`config.mk`:
```
export PLATFORM = sky130hd
export DESIGN_NAME = mult_arbiter
export DESIGN_NICKNAME = d
export VERILOG_FILES = /design/src/rtl/mult_arbiter.sv
export SDC_FILE = /design/constraint.sdc
export NUM_CORES = 1
export LEC_CHECK = 0
export CORE_ASPECT_RATIO = 0.5
export CORE_MARGIN = 4
export CORE_UTILIZATION = 30
export DETAILED_ROUTE_END_ITERATION = 8
export PLACE_DENSITY = 0.71
export SYNTH_ARGS = -nofsm -noshare
export SYNTH_HDL_FRONTEND = slang
export SYNTH_SLANG_ARGS = --single-unit
```
`constraint.sdc`:
```
create_clock -name clk -period 4.54 [get_ports clk]
set_input_delay 0.908 -clock clk [delete_from_list [all_inputs] [get_ports clk]]
set_output_delay 0.908 -clock clk [all_outputs]
set_load 0.05 [all_outputs]
```
`src/rtl/mult_arbiter.sv`:
```
// Arbiter sharing one pipelined signed 32x32->64 multiplier among NREQ requesters.
// Define MULT_ARB_FIXED_PRI_EN for fixed (lowest-index) priority; default is round-robin.
module mult_arbiter #(
    parameter int NREQ    = 4,
    parameter int MUL_LAT = 2
) (
    input  logic                 clk,
    input  logic                 reset,
    input  logic [NREQ-1:0]      req_valid,
    input  logic [32*NREQ-1:0]   req_x,
    input  logic [32*NREQ-1:0]   req_y,
    output logic [NREQ-1:0]      req_ready,
    output logic                 mul_en,
    output logic [31:0]          mul_x,
    output logic [31:0]          mul_y,
    input  logic [63:0]          mul_out,
    output logic [NREQ-1:0]      resp_valid,
    output logic [2:0]           resp_id,
    output logic [63:0]          resp_data,
    output logic                 busy
);

    logic [2:0]       win;
    logic             found;
    logic             hs;
    logic [31:0]      sel_x;
    logic [31:0]      sel_y;
    logic [NREQ-1:0]  last_onehot;
    logic [MUL_LAT:0] tag_vld;
    logic [2:0]       tag_id [MUL_LAT+1];

`ifndef MULT_ARB_FIXED_PRI_EN
    logic [2:0] ptr;
`endif

    // NOTE: every combinational output gets a default before the search loop,
    // so no path leaves a variable unassigned and no latch is inferred.
    always_comb begin
        win   = '0;
        found = 1'b0;
        for (int k = 0; k < NREQ; k++) begin
            int idx;
`ifdef MULT_ARB_FIXED_PRI_EN
            idx = k;
`else
            idx = int'(ptr) + k;
            if (idx >= NREQ) idx = idx - NREQ;
`endif
            if (!found && req_valid[idx]) begin
                found = 1'b1;
                win   = 3'(idx);
            end
        end
    end

    always_comb begin
        req_ready   = '0;
        sel_x       = '0;
        sel_y       = '0;
        last_onehot = '0;
        for (int i = 0; i < NREQ; i++) begin
            req_ready[i]   = mul_en && found && (win == 3'(i));
            last_onehot[i] = (tag_id[MUL_LAT] == 3'(i));
            if (win == 3'(i)) begin
                sel_x = req_x[32*i +: 32];
                sel_y = req_y[32*i +: 32];
            end
        end
    end

    // Grant is only ever raised on a valid requester, so any grant is a handshake.
    assign hs   = |req_ready;
    assign busy = |tag_vld;

    // NOTE: sequential state uses non-blocking assignments so every register
    // samples pre-edge values, which is what makes the tag shift register work.
    always_ff @(posedge clk or negedge reset) begin
        if (!reset) begin
            mul_en     <= 1'b0;
            mul_x      <= '0;
            mul_y      <= '0;
            tag_vld    <= '0;
            resp_valid <= '0;
            resp_id    <= '0;
            resp_data  <= '0;
            // NOTE: the tag ids are a small register array, not a RAM, so
            // clearing them in reset is cheap and keeps resp_id deterministic.
            for (int s = 0; s <= MUL_LAT; s++) tag_id[s] <= '0;
        end else begin
            mul_en     <= 1'b1;
            tag_vld[0] <= hs;
            tag_id[0]  <= win;
            for (int s = 1; s <= MUL_LAT; s++) begin
                tag_vld[s] <= tag_vld[s-1];
                tag_id[s]  <= tag_id[s-1];
            end
            if (hs) begin
                mul_x <= sel_x;
                mul_y <= sel_y;
            end
            if (tag_vld[MUL_LAT]) begin
                resp_valid <= last_onehot;
                resp_id    <= tag_id[MUL_LAT];
                resp_data  <= mul_out;
            end else begin
                resp_valid <= '0;
            end
        end
    end

`ifndef MULT_ARB_FIXED_PRI_EN
    // Pointer moves just past the winner so the next search starts at its neighbour.
    always_ff @(posedge clk or negedge reset) begin
        if (!reset) begin
            ptr <= '0;
        end else if (hs) begin
            ptr <= (win == 3'(NREQ-1)) ? 3'd0 : win + 3'd1;
        end
    end
`endif

endmodule

```
Word level (Yosys, flattened, before mapping)

Cells that the tools add are included.
Widths: inputs -> output; s select.

Flip-flop bits (word level): 151
Input bits: 326
Output and inout port bits: 141
Word-level logic and storage cells: 82

Add/subtract/negate cells: 8
Order comparisons: 8
Eq/ne operators: 6
Mux-type cells: 34
Reduce and logical (&&, ||, !) cells: 15

Operators by type and width:

| kind                | count |
|---|---|
| $mux 32             | 12 |
| $lt 32x4->1 const B | 4 |
| $mux 3              | 5 |
| $sub 4x3->5 const B | 3 |
| $eq 3x2->1 const B  | 4 |
| $ge 4x3->1 const B  | 3 |
| $mux 1              | 12 |
| $add 3x2->4 const B | 2 |
| $bmux 1 s2          | 4 |
| $logic_and 1x1->1   | 8 |
| $eq 3x1->1 const B  | 2 |
| $logic_not 3->1     | 2 |
| $add 3x1->4 const B | 1 |
| $mux 4              | 1 |
| $reduce_or 4->1     | 1 |
| $sub 3x3->4 const B | 1 |
| $add 3x1->3 const B | 1 |
| $ge 3x3->1 const B  | 1 |
| $logic_not 1->1     | 3 |
| $reduce_or 3->1     | 1 |

Depth between registers and ports, before layout

Gate-level depths: netlist (run 1).

Depth after elaboration: 20
Depth in mapped cells: 18
Mapped depth without buffers: 14

Least setup slack after synthesis (run 1)

No wires, ideal clock.

Path kind: flip-flop to output port
Start: register ptr[0]
End: output req_ready[2]
Arrival: 3.568 ns
Data required time: 3.632 ns
Path slack: 0.064 ns
Cell stages (with the launch flop): 15
Path buffers: 6
Cells stage by stage: dfrtp_1 buf_6 clkbuf_1 inv_1 ha_1 buf_2 mux4_2 o211ai_1 a41o_1 ha_1 clkbuf_1 clkbuf_1 clkbuf_1 inv_1 nor2_1

Longest elaborated chain between the ends: 17
Elaborated cells between the ends (all ways): 44
Those cells by class: add/sub (7); order compare (4); eq/ne (1); mux (24); reduce/logical (8)

Ends and longest elaborated chain:

| item                                                 | RTL line | RTL |
|---|---|---|
| from (decl)                                          | 33       | `logic [2:0] ptr;` |
| from (signal assigned)                               | 117      | `ptr <= (win == 3'(NREQ-1)) ? 3'd0 : win + 3'd1;` |
| branches (longest 16 deep; another with $sub 4x3->5) | n/a      |  |
| $logic_and 1x1->1 *                                  | 62       | `req_ready[i] = mul_en && found && (win == 3'(i));` |
| to (decl)                                            | 12       | `output logic [NREQ-1:0] req_ready,` |

Mark *: on every way between the ends. The select of a mux whose other input is x is not followed.

Worst setup path in the final report (run 1)

Start: input req_valid[2]
End: output req_ready[3]

Longest elaborated chain between the ends: 15
Elaborated cells between the ends (all ways): 29
Those cells by class: eq/ne (1); mux (20); reduce/logical (8)

Ends and longest elaborated chain:

| item                                            | RTL line | RTL |
|---|---|---|
| from (decl)                                     | 9        | `input logic [NREQ-1:0] req_valid,` |
| $bmux 1 s2                                      | 49       | `if (!found && req_valid[idx]) begin` |
| $mux 1 (not written as such) (2 in series)      | 49       |  |
| $mux 1                                          | 49       |  |
| $logic_not 1->1                                 | 49       |  |
| $logic_and 1x1->1                               | 49       |  |
| $mux 1                                          | 49       |  |
| $logic_not 1->1                                 | 49       |  |
| $logic_and 1x1->1                               | 49       |  |
| $mux 1                                          | 49       |  |
| $logic_not 1->1                                 | 49       |  |
| $logic_and 1x1->1                               | 49       |  |
| $mux 3 or $mux 1 (tied branches)                | 49       |  |
| $eq 3x2->1 or $logic_and 1x1->1 (tied branches) | 62       |  |
| $logic_and 1x1->1 *                             | 62       |  |

Mark *: on every way between the ends. The rest lies on a longest branch, timed or not. The select of a mux whose other input is x is not followed.

==> results of run 1 <==
power by group through the flow:
stage / clock (W) / sequential [W] / combinational (W)
floorplan: 0 / 0.00426 / 0.00452
global placement: 0 / 0.00232 / 0.00928
detailed placement: 0 / 0.00234 / 0.00936
CTS: 0.00142 / 0.00233 / 0.00941
global route: 0.00148 / 0.00240 / 0.00995
finish: 0.00138 / 0.00232 / 0.00939
kinds of logic (layout without fill, tap and decap cells):
kind of cell	Yosys count	in the layout	synth area share (%)
compound gates	406	406	37.78
flops	151	151	43.78
buf+inv	108	533	5.668
mux	71	71	9.350
simple gates	39	39	2.653
fa+ha+maj	5	5	0.7248
other cells	1	3	0.04345
through the flow:
stage	setup slack, ns	instance area (um2)	utilization, %	hold WS [ns]
after detailed placement	0.1114	13610	48.54	0.3347
after global placement	0.1949	13610	48.54	0.3335
after global routing	0.07224	14180	50.59	0.3587
after floorplan	0.06370	8631	-	0.3312
after CTS	0.2905	14180	50.58	0.3460
final	0.2714	14180	50.60	0.3458
registers in the layout, summed over array words and instances, names as in the netlist:
| register | count |
|---|---|
| tag_id | 9 |
| ptr | 3 |
| mul_x | 32 |
| mul_en | 1 |
| mul_y | 32 |
| resp_data | 64 |
| tag_vld | 3 |
| resp_valid | 4 |
| resp_id | 3 |
synthesized netlist by cell type, drive strengths merged, types with 2 or more instances:
master  count
a211oi      2
a21o        2
a221o      64
a41o        2
buf        27
clkbuf     71
dfrtp     151
ha          5
inv        10
mux2       67
mux2i       3
nand2       7
nand2b      4
nand3b      2
nor2        9
nor2b       3
nor4bb      2
o211ai      4
o21ai     130
o221ai     65
o31a       65
o31ai      64
o32ai       2
or3         2
or3b        2
layout make-up:
| class | instances | area (um2) | area share [%] |
|---|---|---|---|
| Multi-Input combinational cell | 522 | 4392 | 30.96 |
| Antenna cell | 2 | 5.005 | 0.03529 |
| Timing Repair Buffer | 491 | 4918 | 34.68 |
| Clock buffer | 18 | 429.2 | 3.026 |
| Sequential cell | 151 | 3780 | 26.65 |
| Clock inverter | 14 | 142.6 | 1.006 |
| Tap cell | 382 | 478.0 | 3.370 |
| Inverter | 10 | 38.79 | 0.2735 |
critical path, cell delays in order:
cell and delay (ns):
clkdlybuf4s50_1 0.57, or3b_1 0.44, a2111oi_2 0.40, a41o_1 0.26, ha_2 0.25, clkinv_2 0.13, nor2_1 0.21, buf_12 0.17
routing by layer:
metal	wire length [um]	vias to the layer above	global-route usage (%)
met5	0	-	0
met4	1258	0	8.284
met3	1805	71	4.096
met2	19100	367	39.44
met1	14870	4547	27.91
li1	-	4028	-
path summary, 6_finish.rpt:
check / to / slack (ns) / cells past startpoint
min in group asynchronous: resp_data[59]$_DFFE_PN0P_ / 0.64 / 1
max in group asynchronous: mul_x[7]$_DFFE_PN0P_ / 2.81 / 2
max: req_ready[3] / 0.27 / 8
min reg2reg: tag_id[1]$_DFF_PN0_ / 0.35 / 0
max reg2reg: mul_x[17]$_DFFE_PN0P_ / 0.54 / 14
min: tag_id[1]$_DFF_PN0_ / 0.35 / 0
==> impl_metrics.csv, run 1 <==
group,metric,value,unit
clocking,cts_root_buf,"clkbuf_16",
yosys,synth_top_area_cell,"dfrtp_1",
die,fp.dieH,127.9,um
yosys,yosysUniqueCellTypes,49,
clocking,clockBufferDepth,2,
global_route,grt_remaining_overflow,0,
die,core_area,0.02803,mm2
sta,tightest_slew,1.047,ns
pwr,internal_power,0.006374,W
global_route,grt_max_degree,119,
sta,clock-skew-final,0.005975,ns
die,rows,43,
flow_run,maxCapViolations,0,
global_route,grt_pass1_vias,9015,
sta,rsz0062_at_grt,"false",
yosys,yosys-top-cells-area,"dfrtp_1 (44%), mux2_2 (8.7%), a221o_1 (7.4%)",
setup_path,cp.required,3.63,ns
pwr,p_seq_share,17.7,%
pwr,powerDensity,923.1,mW/mm2
yosys,yosysSeqAreaShare,43.78,%
yosys,synthCells,781,
setup_path,reg2reg_from,"ptr[1]$_DFFE_PN0P_",
clocking,cts_sinks,151,
setup_path,crit_path_start,"req_valid[2]",
die,initial_core_util,30.79,%
yosys,yosys.area.top_type_share,43.78,%
layout,layout-drive-gt1-share,15.17,%
clocking,clk_pin_slew_worst_paths,0.06,ns
sta,hold_viol,0,
yosys,synth_ff_type,"dfrtp_1",
pwr,p_total,0.01309,W
layout,final_cell_mix,"clkdlybuf4s50_1 (461), dfrtp_1 (150), o21ai_0 (124)",
pwr,netSwitchingFraction,51.32,%
layout,nNetsFinal,1524,
yosys,ys_warn_count,0,
pwr,vdd_drop_max,715.3,uV
pwr,pwr-share-comb,71.7,%
setup_path,end_kind,"output port",
placed_design,place_congestion,0.9056,
placed_design,hpwl,27650,um
yosys,ys_ff_latch,151,
placed_design,portBuffers,466,
pwr,p_leak,5.333,nW
sta,drv_slew,0,
yosys,syn-cell-area,0.008631,mm2
route,wirelength,37030,um
min_path,hold_start,"tag_id[4]$_DFF_PN0_",
route,drc_errors,0,
sta,setup_viol,0,
layout,area_growth,64.34,%
route,firstDrtPassIters,5,
die,io_pins,467,
route,vias_per_cell,5.669,
sta,clock.fmax,234.3,MHz
route,ant_nets,0,
sta,setup-tns-final,0,ns
die,die_w,247.9,um
layout,final_common_cell,"clkdlybuf4s50_1",
clocking,cts_hold_buf,0,
global_route,antenna_found_initial,1,
yosys,synthArstFlopShare,100.0,%
placed_design,place_inst,1556,
yosys,synth_edf_count,0,
yosys,avgSynthCellArea,11.05,um2
pwr,clkPwrFrac,10.5,%
setup_path,critPathKind,"input port to output port",
clocking,insertion_delay,0.43,ns
route,wl_per_cell,23.29,um
status,status,"finished clean",
clocking,cts_resized,0,
route,drt_iter0_drc,689,
route,vias,9013,
clocking,numCtsBuffers,17,
min_path,min_path_type,"register to register",
sta,slew_headroom,30.22,%
layout,final-instance-count-excl-fill,1590,
layout,fillCellCount,2527,
setup_path,critPathMaxFanout,11,
clocking,cts_setup_buffers,0,
global_route,grtUsageTotal,22.52,%
setup_path,cp_data_arrival_time,3.36,ns
sta,min_period_over_period,94.02,%
global_route,grt_pass1_wl,55100,um
pwr,power.switching,0.006719,W
yosys,syn_nets,1112,
sta,fin_crit,4.269,ns
die,dieArea,0.03171,mm2
setup_path,cp-start-kind,"input port",
clocking,cts_tree,"built",
clocking,htreeDepth,4,
(Power assumes the default switching activity.)
==> run 2, diff against run 1 <==
Settings changed: TNS_END_PERCENT from default to 1.
==> results of run 2 <==
Same layout as run 1: the final DEF is identical, and so are final timing and power.
==> run 3, diff against run 2 <==
Settings changed: DONT_BUFFER_PORTS from default to 1, PLACE_DENSITY 0.71 to 0.51.
==> run 3 against run 2 <==
Count of clock-buffer cells in the layout rose by 1. Sequential share of layout area increased by 13 points. Clock skew up 0.0034 ns. Critical path depth unchanged. Critical endpoint is now req_ready[0]. Cell count decreased by 29%. Register-to-register slack better by 0.16 ns. First-iteration DRC count shrank 20%. Critical path type is now register to output port. Routed wire length shrank 23%. Core utilization fell by 17 points.
==> impl_metrics.csv, run 3 (same netlist as run 1, synthesis figures left out) <==
group,metric,value,unit
layout,largest_reg_flops,64,
die,die_w,247.9,um
setup_path,critPathMaxFanout,20,
clocking,cts_root_buf,"clkbuf_16",
layout,layout-drive-gt1-share,24.16,%
setup_path,rr_worst_depth,14,
clocking,clockBufferDepth,2,
flow_run,maxCapViolations,0,
route,wl_per_cell,25.24,um
clocking,cts_hold_buf,0,
layout,top_regs,"resp_data: 64 flops, mul_x: 32 flops, mul_y: 32 flops",
sta,drv_slew,0,
sta,setup_viol,0,
placed_design,hpwl,20560,um
route,vias,7131,
die,dieArea,0.03171,mm2
global_route,grt_remaining_overflow,0,
setup_path,critPathKind,"register to output port",
route,ant_nets,0,
clocking,cts_resized,0,
clocking,insertion_delay,0.43,ns
setup_path,cp-start-kind,"register",
setup_path,r2r_end,"mul_y[7]$_DFFE_PN0P_",
layout,final_cell_mix,"dfrtp_1 (149), o21ai_0 (124), mux2_2 (67)",
clocking,cts_sinks,151,
sta,setup-tns-final,0,ns
layout,multi_input_area,0.004402,mm2
die,initial_core_util,30.79,%
sta,rsz0062_at_grt,"false",
clocking,cts_setup_buffers,0,
sta,clock-skew-final,0.009352,ns
die,fp.dieH,127.9,um
sta,fin_crit,4.173,ns
layout,nNetsFinal,1059,
die,io_pins,467,
setup_path,cp.required,3.63,ns
status,status,"finished clean",
setup_path,reg2reg_from,"ptr[0]$_DFFE_PN0P_",
layout,top_register,"resp_data",
sta,clock.fmax,239.7,MHz
die,rows,43,
layout,diodes,0,
die,core_area,0.02803,mm2
layout,register_area,0.003781,mm2
global_route,grtUsageTotal,16.88,%
sta,min_period_over_period,91.91,%
placed_design,post_dp_cell_area,0.008896,mm2
clocking,numCtsBuffers,17,
clocking,cts_tree,"built",
setup_path,reg2reg_slack,0.70,ns
layout,fillCellCount,2800,
placed_design,place_congestion,0.8458,
route,vias_per_cell,6.350,
route,wirelength,28340,um
placed_design,portBuffers,0,
global_route,grt_max_degree,152,
clocking,htreeDepth,4,
layout,area_growth,9.800,%
sta,slew_headroom,31.98,%
sta,hold_viol,0,
layout,final_common_cell,"dfrtp_1",
route,drc_errors,0,
setup_path,end_kind,"output port",
global_route,antenna_found_initial,0,
min_path,min_path_type,"input port to async pin",
global_route,grt_pass1_vias,6971,
route,drt_iter0_drc,549,
setup_path,cp_data_arrival_time,3.26,ns
sta,tightest_slew,1.020,ns
clocking,clk_pin_slew_worst_paths,0.06,ns
global_route,grt_pass1_wl,41970,um
layout,stdcell_area,0.009477,mm2
route,firstDrtPassIters,5,
run 3: changes by cell type in the layout (fill, tap and decap cells not counted), sizes merged:
cell / delta
clkinv: -2
buf: -4
diode: -2
clkbuf: +1
clkdlybuf4s50: -461
inv: +1
run 3: worst max-delay path, stage by stage, from the launching register on:
cell	delay, ns
dfrtp_2	0.56
inv_1	0.11
ha_1	0.51
mux2i_1	0.27
mux2i_1	0.11
o211ai_1	0.30
nand4_1	0.48
nor2_1	0.27
buf_4	0.23
run 3: final cells by class:
class                      count  share of cell area (%)
clock buffer                  19                   4.568
clock inverter                13                   1.439
inverter                      10                  0.4093
multi-input combinational    522                   46.45
sequential                   151                   39.90
tap                          382                   5.044
timing repair buffer          26                   2.192
run 3: worst max-delay path by stage:
| stage | startpoint | to | slack, ns | cells past startpoint |
|---|---|---|---|---|
| 6_report | ptr[0]$_DFFE_PN0P_ | req_ready[0] | 0.37 | 8 |
| 5_1_grt | ptr[0]$_DFFE_PN0P_ | req_ready[2] | 0.07 | 8 |
| 4_1_cts | ptr[0]$_DFFE_PN0P_ | req_ready[2] | 0.04 | 9 |
| 3_5_place_dp | ptr[0]$_DFFE_PN0P_ | req_ready[2] | 0.54 | 9 |
| 3_3_place_gp | ptr[0]$_DFFE_PN0P_ | req_ready[2] | 0.58 | 9 |
| 2_1_floorplan | ptr[0]$_DFFE_PN0P_ | req_ready[2] | 0.06 | 14 |
run 3: through the flow:
stage	utilization (%)	cells	hold WS (ns)	worst slack, ns
after floorplan	-	781	0.3312	0.06370
after global placement	31.74	1091	0.3339	0.5797
after detailed placement	31.74	1091	0.3364	0.5357
after CTS	33.77	1123	0.1287	0.04097
after global routing	33.81	1123	0.1206	0.07461
final	33.81	1123	0.1704	0.3674
run 3: routing by layer:
layer | global-route usage, % | wire [um] | vias up
li1 | - | - | 3079
met1 | 22.24 | 11730 | 3685
met2 | 26.94 | 13870 | 318
met3 | 4.472 | 2023 | 49
met4 | 5.997 | 719 | 0
met5 | 0 | 0 | -
Power of run 3 is left out: the tool's default activity adds up to more than one toggle a clock period on the data nets, which glitch-free logic cannot reach.
